### src/rtl/harvos_dmem_arbiter.sv
// Two-master round-robin arbiter for the HarvOS data-memory port.
// One transaction in flight; registered slave request with a watchdog abort.
//
// state | meaning
// ------+---------------------------------------------------------------
// IDLE  | no transaction in flight; a requesting master is granted on the edge
// BUSY  | s_req high; waiting for slave done/fault or watchdog expiry
module harvos_dmem_arbiter #(
    parameter int unsigned TIMEOUT = 256,
    parameter int unsigned CNT_W   = 9
) (
    input  logic        clk_i,
    input  logic        rst_ni,

    input  logic        m0_req,
    input  logic        m0_we,
    input  logic [3:0]  m0_be,
    input  logic [31:0] m0_addr,
    input  logic [31:0] m0_wdata,
    output logic [31:0] m0_rdata,
    output logic        m0_done,
    output logic        m0_fault,

    input  logic        m1_req,
    input  logic        m1_we,
    input  logic [3:0]  m1_be,
    input  logic [31:0] m1_addr,
    input  logic [31:0] m1_wdata,
    output logic [31:0] m1_rdata,
    output logic        m1_done,
    output logic        m1_fault,

    output logic        s_req,
    output logic        s_we,
    output logic [3:0]  s_be,
    output logic [31:0] s_addr,
    output logic [31:0] s_wdata,
    input  logic [31:0] s_rdata,
    input  logic        s_done,
    input  logic        s_fault,

    output logic        busy_o,
    output logic        owner_o
);

    typedef enum logic {
        ST_IDLE = 1'b0,
        ST_BUSY = 1'b1
    } state_t;

    // The watchdog is a down-counter loaded at grant; reaching zero while still
    // BUSY marks the TIMEOUT-th cycle without a slave response.
    localparam bit               WDOG_EN   = (TIMEOUT != 0);
    localparam logic [CNT_W-1:0] WDOG_LOAD = WDOG_EN ? CNT_W'(TIMEOUT - 1) : '0;

    state_t           state_q, state_d;
    logic             rr_ptr_q, rr_ptr_d;   // master preferred on the next tie
    logic             owner_q, owner_d;
    logic [CNT_W-1:0] wdog_q, wdog_d;

    logic any_req;
    logic winner;
    logic grant;
    logic done_hit;
    logic fault_hit;
    logic wdog_expired;
    logic busy;

    assign any_req      = m0_req | m1_req;
    assign winner       = (m0_req & m1_req) ? rr_ptr_q : m1_req;
    assign busy         = (state_q == ST_BUSY);
    assign wdog_expired = WDOG_EN && (wdog_q == '0);

    always_comb begin
        state_d   = state_q;
        rr_ptr_d  = rr_ptr_q;
        owner_d   = owner_q;
        wdog_d    = wdog_q;
        grant     = 1'b0;
        done_hit  = 1'b0;
        fault_hit = 1'b0;

        case (state_q)
            ST_IDLE: begin
                if (any_req) begin
                    grant   = 1'b1;
                    owner_d = winner;
                    wdog_d  = WDOG_LOAD;
                    state_d = ST_BUSY;
                end
            end
            ST_BUSY: begin
                // A slave fault beats done; a slave response beats the watchdog.
                if (s_fault) begin
                    fault_hit = 1'b1;
                end else if (s_done) begin
                    done_hit = 1'b1;
                end else if (wdog_expired) begin
                    fault_hit = 1'b1;
                end

                if (done_hit || fault_hit) begin
                    state_d  = ST_IDLE;
                    rr_ptr_d = ~owner_q;
                end else if (wdog_q != '0) begin
                    wdog_d = wdog_q - CNT_W'(1);
                end
            end
        endcase
    end

    always_ff @(posedge clk_i or negedge rst_ni) begin
        if (!rst_ni) begin
            state_q  <= ST_IDLE;
            rr_ptr_q <= 1'b0;
            owner_q  <= 1'b0;
            wdog_q   <= '0;
        end else begin
            state_q  <= state_d;
            rr_ptr_q <= rr_ptr_d;
            owner_q  <= owner_d;
            wdog_q   <= wdog_d;
        end
    end

    // Downstream command is captured once at grant and held until the next grant.
    always_ff @(posedge clk_i or negedge rst_ni) begin
        if (!rst_ni) begin
            s_we    <= 1'b0;
            s_be    <= 4'h0;
            s_addr  <= 32'h0;
            s_wdata <= 32'h0;
        end else if (grant) begin
            s_we    <= winner ? m1_we    : m0_we;
            s_be    <= winner ? m1_be    : m0_be;
            s_addr  <= winner ? m1_addr  : m0_addr;
            s_wdata <= winner ? m1_wdata : m0_wdata;
        end
    end

    assign s_req   = busy;
    assign busy_o  = busy;
    assign owner_o = owner_q;

    assign m0_done  = done_hit  & ~owner_q;
    assign m1_done  = done_hit  &  owner_q;
    assign m0_fault = fault_hit & ~owner_q;
    assign m1_fault = fault_hit &  owner_q;
    assign m0_rdata = m0_done ? s_rdata : 32'h0;
    assign m1_rdata = m1_done ? s_rdata : 32'h0;

endmodule

### config.mk
export PLATFORM = sky130hd
export DESIGN_NAME = harvos_dmem_arbiter
export DESIGN_NICKNAME = d
export VERILOG_FILES = /design/src/rtl/harvos_dmem_arbiter.sv
export SDC_FILE = /design/constraint.sdc
export NUM_CORES = 1
export LEC_CHECK = 0
export ABC_AREA = 1
export CORE_AREA = 3 3 121 123
export DETAILED_ROUTE_END_ITERATION = 6
export DIE_AREA = 0 0 124 126
export HOLD_SLACK_MARGIN = 0.15
export PLACE_DENSITY = 0.84
export SYNTH_ARGS = -nofsm -noshare
export SYNTH_HDL_FRONTEND = slang
export SYNTH_SLANG_ARGS = --single-unit
### constraint.sdc
create_clock -name clk_i -period 2.2 [get_ports clk_i]
set_clock_uncertainty 0.1 [all_clocks]
set_input_delay 0.33 -clock clk_i [delete_from_list [all_inputs] [get_ports clk_i]]
set_output_delay 0.33 -clock clk_i [all_outputs]
set_load 0.01 [all_outputs]
==> summary.txt, run 1 <==
Outcome
  • Status: finished clean

Setup path
  • Critical R2R Launch: wdog_q[1]
  • Maximum fanout along the worst path: 3
  • CP Capture Type: primary output
  • Critical setup path kind: reg -> out
  • Setup crit start kind: register
  • Crit path from: wdog_q[1]
  • Crit path DAT: 1740 ps
  • CP Data Required Time: 1770 ps

Clock tree
  • Maximum buffer depth of the clock tree: 2
  • CTS sink count: 81
  • Num CTS Buffers: 9
  • Clk Latency, worst-skew pair: 320 ps
  • Clock-pin slew on the worst setup and hold paths: 60 ps
  • Root Buffer: clkbuf_16
  • Htree depth: 3
  • CTS tree: yes

STA
  • Rel. slew slack: 0.668
  • Post-route minimum period: 2170 ps
  • Fin. Hold Viols: 0
  • Slew @ Worst Pin: 498 ps
  • Setup Viol. Count Final: 0
  • Max Clk Rate: 460 MHz
  • Slew Viols, Final: 0
  • Final period util: 0.987
  • RSZ-0062 raised after global routing: yes
  • TNS Setup: 0 ps

Placement
  • Placed inst area: 7720 µm²
  • Dpl hpwl: 12400 µm
  • RD Place Congestion: 0.782
  • Placed Cells: 1069
  • PortBufs: 315

Power and ir drop
  • Leakage power: 0.00378 µW
  • PwrDens: 878 nW/µm²
  • VDD IR max: 497 µV

Synth
  • Count leader, synth: nor2_1
  • Area leader, netlist: dfrtp_1
  • Syn Nets: 764
  • Seq/Total Area, Yosys: 0.479
  • Register bit total from synthesis: 81
  • Post-Syn Instances: 587
  • Synth unique cells: 18
  • Synth Cell Area: 4230 µm²
  • Top cells by area, synth: dfrtp_1 (48%), a21oi_1 (16%), nor2_1 (12%), nand2_1 (9.4%), inv_1 (3.7%)
  • Most used DFF post-synth: dfrtp_1
  • Synth async-reset ratio: 1.00
  • List of most frequent post-synthesis cells: nor2_1 (140), a21oi_1 (139), nand2_1 (106)
  • Synth top area share: 0.479
  • Post-Synthesis Mean Instance Area: 7.21 µm²
  • Number of flops mapped to enable cells by yosys: 0
  • Synth warn: 0

Global route
  • First-pass GRT wire length: 25000 µm
  • Vias in the first global route: 5078
  • Pin count of the biggest net entering global routing: 58
  • Global-route usage over all layers: 0.203
  • Overflow after GRT: 0
  • Initial antenna violation count: 1

Routing
  • DRC Markers: 0
  • Via Count: 5179
  • Average wire per standard cell: 15.4 µm
  • Drt pass-1 iters: 4
  • DRT iter0 DRCs: 187
  • Routed Antenna Nets: 0
  • Final Routed Wirelength: 16800 µm
  • Drt via density: 4.73

Floorplan
  • Initial cell density of the core: 0.307
  • Rows: 43
  • Die area: 15600 µm²
  • Die Wd: 124 µm
  • Core area: 13800 µm²
  • Top-Level Pins: 316
  • Die Y: 126 µm

Finish
  • Final instance area: 8040 µm²
  • Multi-input gate area: 1910 µm²
  • Layout Nets: 1086
  • Layout cells sized above 1: 0.0942
  • Area added between synthesis and finish: 89.9%
  • Filler cells: 1254
  • Non-filler cells, final: 1094
  • Sequential cell area: 2030 µm²

Hold path
  • Hold/Removal Path Class: in -> async

Job
  • Max Cap Viol: 0
[area by class of cell]
type | count | area share
repair buffers | 347 | 0.416
flip-flops and latches | 81 | 0.252
multi-input cells | 420 | 0.238
clock buffers | 10 | 0.0297
well taps | 180 | 0.0280
inverters | 49 | 0.0246
clock inverters | 5 | 0.00996
repair inverters | 1 | 0.000778
diodes | 1 | 0.000311
[registers in the layout (all words and copies together) (netlist names)]
name,cells
s_wdata,32
s_we,1
s_addr,32
busy_o,1
s_be,4
rr_ptr_q,1
wdog_q,9
owner_o,1
[cell families after synthesis]
logic type      count (synthesis)  share of synthesized area
simple gates                  272                      0.261
flops                          81                      0.479
buf+inv                        86                     0.0819
compound gates                147                      0.175
fa+ha+maj                       1                    0.00296
[layer usage]
metal  vias up  GRT usage  routed length (µm)
met2       263      0.388                8780
met1      2387      0.202                5940
met5         -          0                   0
li1       2506          -                   -
met3        23     0.0696                1770
met4         0     0.0586                 333
[worst max-delay path, stage by stage (launching register included)]
cell	delay, ps
dfrtp_1	400
inv_2	90
ha_4	150
nand2_4	50
nor2_4	140
nand3_4	100
o21ai_2	140
nand2_1	80
nor2_1	120
buf_2	150
[report_power, final]
group          total (µW)  switching (µW)  internal [µW]
sequential           2280             284           1990
combinational        3170            1520           1650
clock                1610             593           1020
[repair_timing]
action	in CTS	in global routing
endpoints found under the hold margin	33	0
resized for setup	84	38
setup buffers	3	4
setup endpoints to repair	68	17
hold buffers	1	0
gates cloned	1	0
pin swaps	1	7
[cell usage in the layout (no fill, tap or decap), types with 2 or more instances in the layout]
cell type        count
nor4_4               2
dlygate4sd2_1       51
bufinv_16            2
nand3_1             18
buf_4               25
clkbuf_16            9
clkdlybuf4s15_1      2
inv_1               38
nand2_1            104
dfrtp_1             81
dlymetal6s2s_1       2
buf_2                4
buf_12               7
inv_2               10
clkbuf_2            11
o21ai_0              6
nand3b_1             2
clkinvlp_4           2
a21oi_1            139
clkdlybuf4s50_1    244
nor2_1             139
nand2_4              2
[path summary, 6_finish.rpt]
check / slack (ps) / cells after the start / to
min reg2reg: 420 / 2 / rr_ptr_q
max reg2reg: 380 / 10 / wdog_q[0]
min: 390 / 2 / s_addr[23]
max in group asynchronous: 950 / 3 / s_addr[0]
max: 30 / 9 / m1_fault
min in group clk_i: 420 / 2 / rr_ptr_q
[through the flow]
stage          setup WS (ps)   util  total power (µW)  hold WS [ps]
3_3_place_gp            -315  0.561              5350           220
3_5_place_dp            -386  0.561              5420           215
5_1_grt                -70.5  0.583              7480           427
2_1_floorplan            414      -              3570         -65.6
6_report                28.0  0.583              7060           386
4_1_cts                 -103  0.582              7060           397
No activity file was read; power rests on OpenSTA's default activity.
==> run 2, diff against run 1 <==
--- a/config.mk
+++ b/config.mk
@@ -6,11 +6,12 @@
 export NUM_CORES = 1
 export LEC_CHECK = 0
 export ABC_AREA = 1
-export CORE_AREA = 3 3 121 123
+export CORE_MARGIN = 4
+export CORE_UTILIZATION = 31
 export DETAILED_ROUTE_END_ITERATION = 6
-export DIE_AREA = 0 0 124 126
 export HOLD_SLACK_MARGIN = 0.15
-export PLACE_DENSITY = 0.84
+export PLACE_DENSITY = 0.87
 export SYNTH_ARGS = -nofsm -noshare
 export SYNTH_HDL_FRONTEND = slang
 export SYNTH_SLANG_ARGS = --single-unit
+export TNS_END_PERCENT = 50
==> constraint.sdc (replaced) <==
create_clock -name clk_i -period 1.8 [get_ports clk_i]
set_clock_uncertainty 0.1 [all_clocks]
set_input_delay 0.27 -clock clk_i [delete_from_list [all_inputs] [get_ports clk_i]]
set_output_delay 0.27 -clock clk_i [all_outputs]
set_load 0.01 [all_outputs]
==> run 2 against run 1 <==
Net effect:
- flip-flop and latch count did not move
- sequential power increased by 22%
- critical endpoint is now m1_rdata[4]
- critical path depth down 2
- sequential share of layout area decreased by 0.82 points
- cell count up 2.9%
- setup slack got worse by 270 ps
- hold slack got worse by 2.2 ps
- utilization increased by 4.1 points
- first-iteration DRC count up 8.0%
- register-to-register slack got worse by 230 ps
- highest routed layer unchanged
- the flow now finishes with violations (negative setup slack)
- critical path type unchanged
==> summary.txt, run 2 (synthesis results as in run 1) <==
Outcome
  • Status: finished, violations left
  • Failing checks: negative setup slack

Setup path
  • CP Data Required Time: 1430 ps
  • Crit-path slowest cell: dfrtp_1
  • FF-to-FF End: wdog_q[6]
  • Internal reg-to-reg setup slack: 150 ps
  • Setup crit start kind: register
  • Worst path bufs/invs: 5
  • Critical setup path kind: reg -> out
  • CP Capture Type: primary output
  • Cell class contributing the biggest share of worst-path delay: buffers and inverters
  • Cell Chain, Critical Path: inv_2 > nor4_4 > inv_2 > buf_6 > buf_16 > nor2_1 > buf_2
  • Critical path's most frequent cell: inv_2
  • Worst R2R Path Depth: 10
  • Crit path DAT: 1680 ps
  • Maximum fanout along the worst path: 8
  • Critical R2R Launch: wdog_q[1]
  • Critical path's largest stage delay: 360 ps

Floorplan
  • Core area: 13300 µm²
  • Rows: 42
  • Top-Level Pins: 316
  • Die Y: 125 µm
  • Die area: 15600 µm²
  • Die Wd: 125 µm
  • Initial cell density of the core: 0.318

Hold path
  • Hold EP: s_addr[25]
  • Hold/Removal Path Class: in -> reg
  • HP Start: m1_addr[25]
  • Worst hold stages: 3

Routing
  • Final Routed Wirelength: 18600 µm
  • Average wire per standard cell: 16.5 µm
  • DRT iter0 DRCs: 202
  • Via Count: 5411
  • Routed Antenna Nets: 0
  • Drt pass-1 iters: 4
  • DRC Markers: 0
  • Drt via density: 4.81

Clock tree
  • Htree depth: 3
  • Clk Latency, worst-skew pair: 330 ps
  • Clock-pin slew on the worst setup and hold paths: 60 ps
  • CTS sink count: 81
  • Num CTS Buffers: 9
  • Root Buffer: clkbuf_16
  • Maximum buffer depth of the clock tree: 2
  • CTS tree: yes

STA
  • Rel. slew slack: 0.702
  • Fin. Hold Viols: 0
  • Slew Viols, Final: 0
  • PnR worst setup slack: -247 ps
  • Post-route minimum period: 2050 ps
  • Setup Viol. Count Final: 68
  • Max Clk Rate: 489 MHz
  • RSZ-0062 raised after global routing: yes
  • Final period util: 1.14
  • Slew @ Worst Pin: 447 ps

Placement
  • PortBufs: 315
  • Placed Cells: 1089
  • RD Place Congestion: 0.978
  • Dpl hpwl: 13600 µm

Power and ir drop
  • Seq pwr share: 0.314
  • Leakage power: 0.00385 µW
  • Design Power: 8890 µW
  • VDD IR max: 632 µV
  • Combinational Power Share: 0.481
  • Sw Ratio: 0.345
  • PwrDens: 1070 nW/µm²
  • P_sw: 3070 µW
  • Clock share of power: 0.205
  • Internal power: 5820 µW

Finish
  • Non-filler cells, final: 1126
  • Commonest non-fill, non-tap cell in the layout: clkdlybuf4s50_1
  • Commonest non-fill, non-tap cells in the layout: clkdlybuf4s50_1 (241), a21oi_1 (139), nor2_1 (111)
  • Layout Nets: 1120
  • Layout cells sized above 1: 0.209
  • Area added between synthesis and finish: 96.3%
  • Top flop regs: s_addr x32, s_wdata x32, wdog_q x9

Global route
  • Vias in the first global route: 5513
  • First-pass GRT wire length: 28100 µm
  • Global-route usage over all layers: 0.224
  • Overflow after GRT: 0
  • Pin count of the biggest net entering global routing: 82
  • Initial antenna violation count: 2

Job
  • Max Cap Viol: 0
## run 2: through the flow
stage / setup TNS [ps] / setup slack [ps] / cell area, µm² / hold slack (ps) / utilization
detailed placement: -39170 / -678 / 7950 / 237 / 0.598
CTS: -12460 / -278 / 8110 / 367 / 0.610
floorplan: 0 / 73.6 / 4230 / -126 / -
finish: -12000 / -247 / 8310 / 384 / 0.625
global route: -16690 / -325 / 8310 / 386 / 0.625
global placement: -36330 / -647 / 7950 / 241 / 0.598
## run 2: routing by layer
metal,global-route usage,share of wire,vias up
met5,0,0,-
met4,0.111,0.039,0
met3,0.0806,0.091,41
met2,0.420,0.53,262
met1,0.215,0.34,2528
li1,-,-,2580
## run 2: what timing repair did
action | CTS | global route
buffers inserted | 9 | 7
pin swaps | 5 | 4
hold buffers | 1 | 0
gates resized for setup | 296 | 41
setup endpoints to repair | 71 | 68
cloned | 2 | 0
hold endpoints to repair | 81 | 0
## run 2: worst register-to-register path: stages, from the launching register on
cell	delay (ps)
dfrtp_1	400
inv_2	90
ha_4	150
nand2_4	60
nor2_4	90
nand3_2	110
buf_4	150
nand4_2	120
nand2_4	120
nand2_1	90
nand2_1	60
## run 2: how the worst max path moves through the flow
stage / from / endpoint / depth (start not counted) / slack (ps)
6_report: busy_o / m1_rdata[4] / 7 / -250
2_1_floorplan: wdog_q[0] / m0_fault / 8 / 70
3_3_place_gp: s_fault / m0_rdata[21] / 6 / -650
5_1_grt: wdog_q[1] / m1_fault / 9 / -330
3_5_place_dp: s_fault / m0_rdata[21] / 6 / -680
4_1_cts: wdog_q[1] / m1_fault / 9 / -280
## run 2: final cells by class
type / instances / area (µm²)
fillers: 1126 / 4990
repair buffers: 382 / 3560
flip-flops and latches: 81 / 2030
multi-input cells: 420 / 2020
clock buffers: 13 / 250
well taps: 176 / 220
inverters: 49 / 186
clock inverters: 3 / 40.0
diodes: 2 / 5.00
## run 2: power by group through the flow
stage          clock network, µW  registers [µW]  logic [µW]
4_1_cts                     1880            2790        4180
6_report                    1820            2790        4280
3_5_place_dp                   0            2820        4050
5_1_grt                     1960            2860        4610
3_3_place_gp                   0            2770        3990
2_1_floorplan                  0            3060        1310
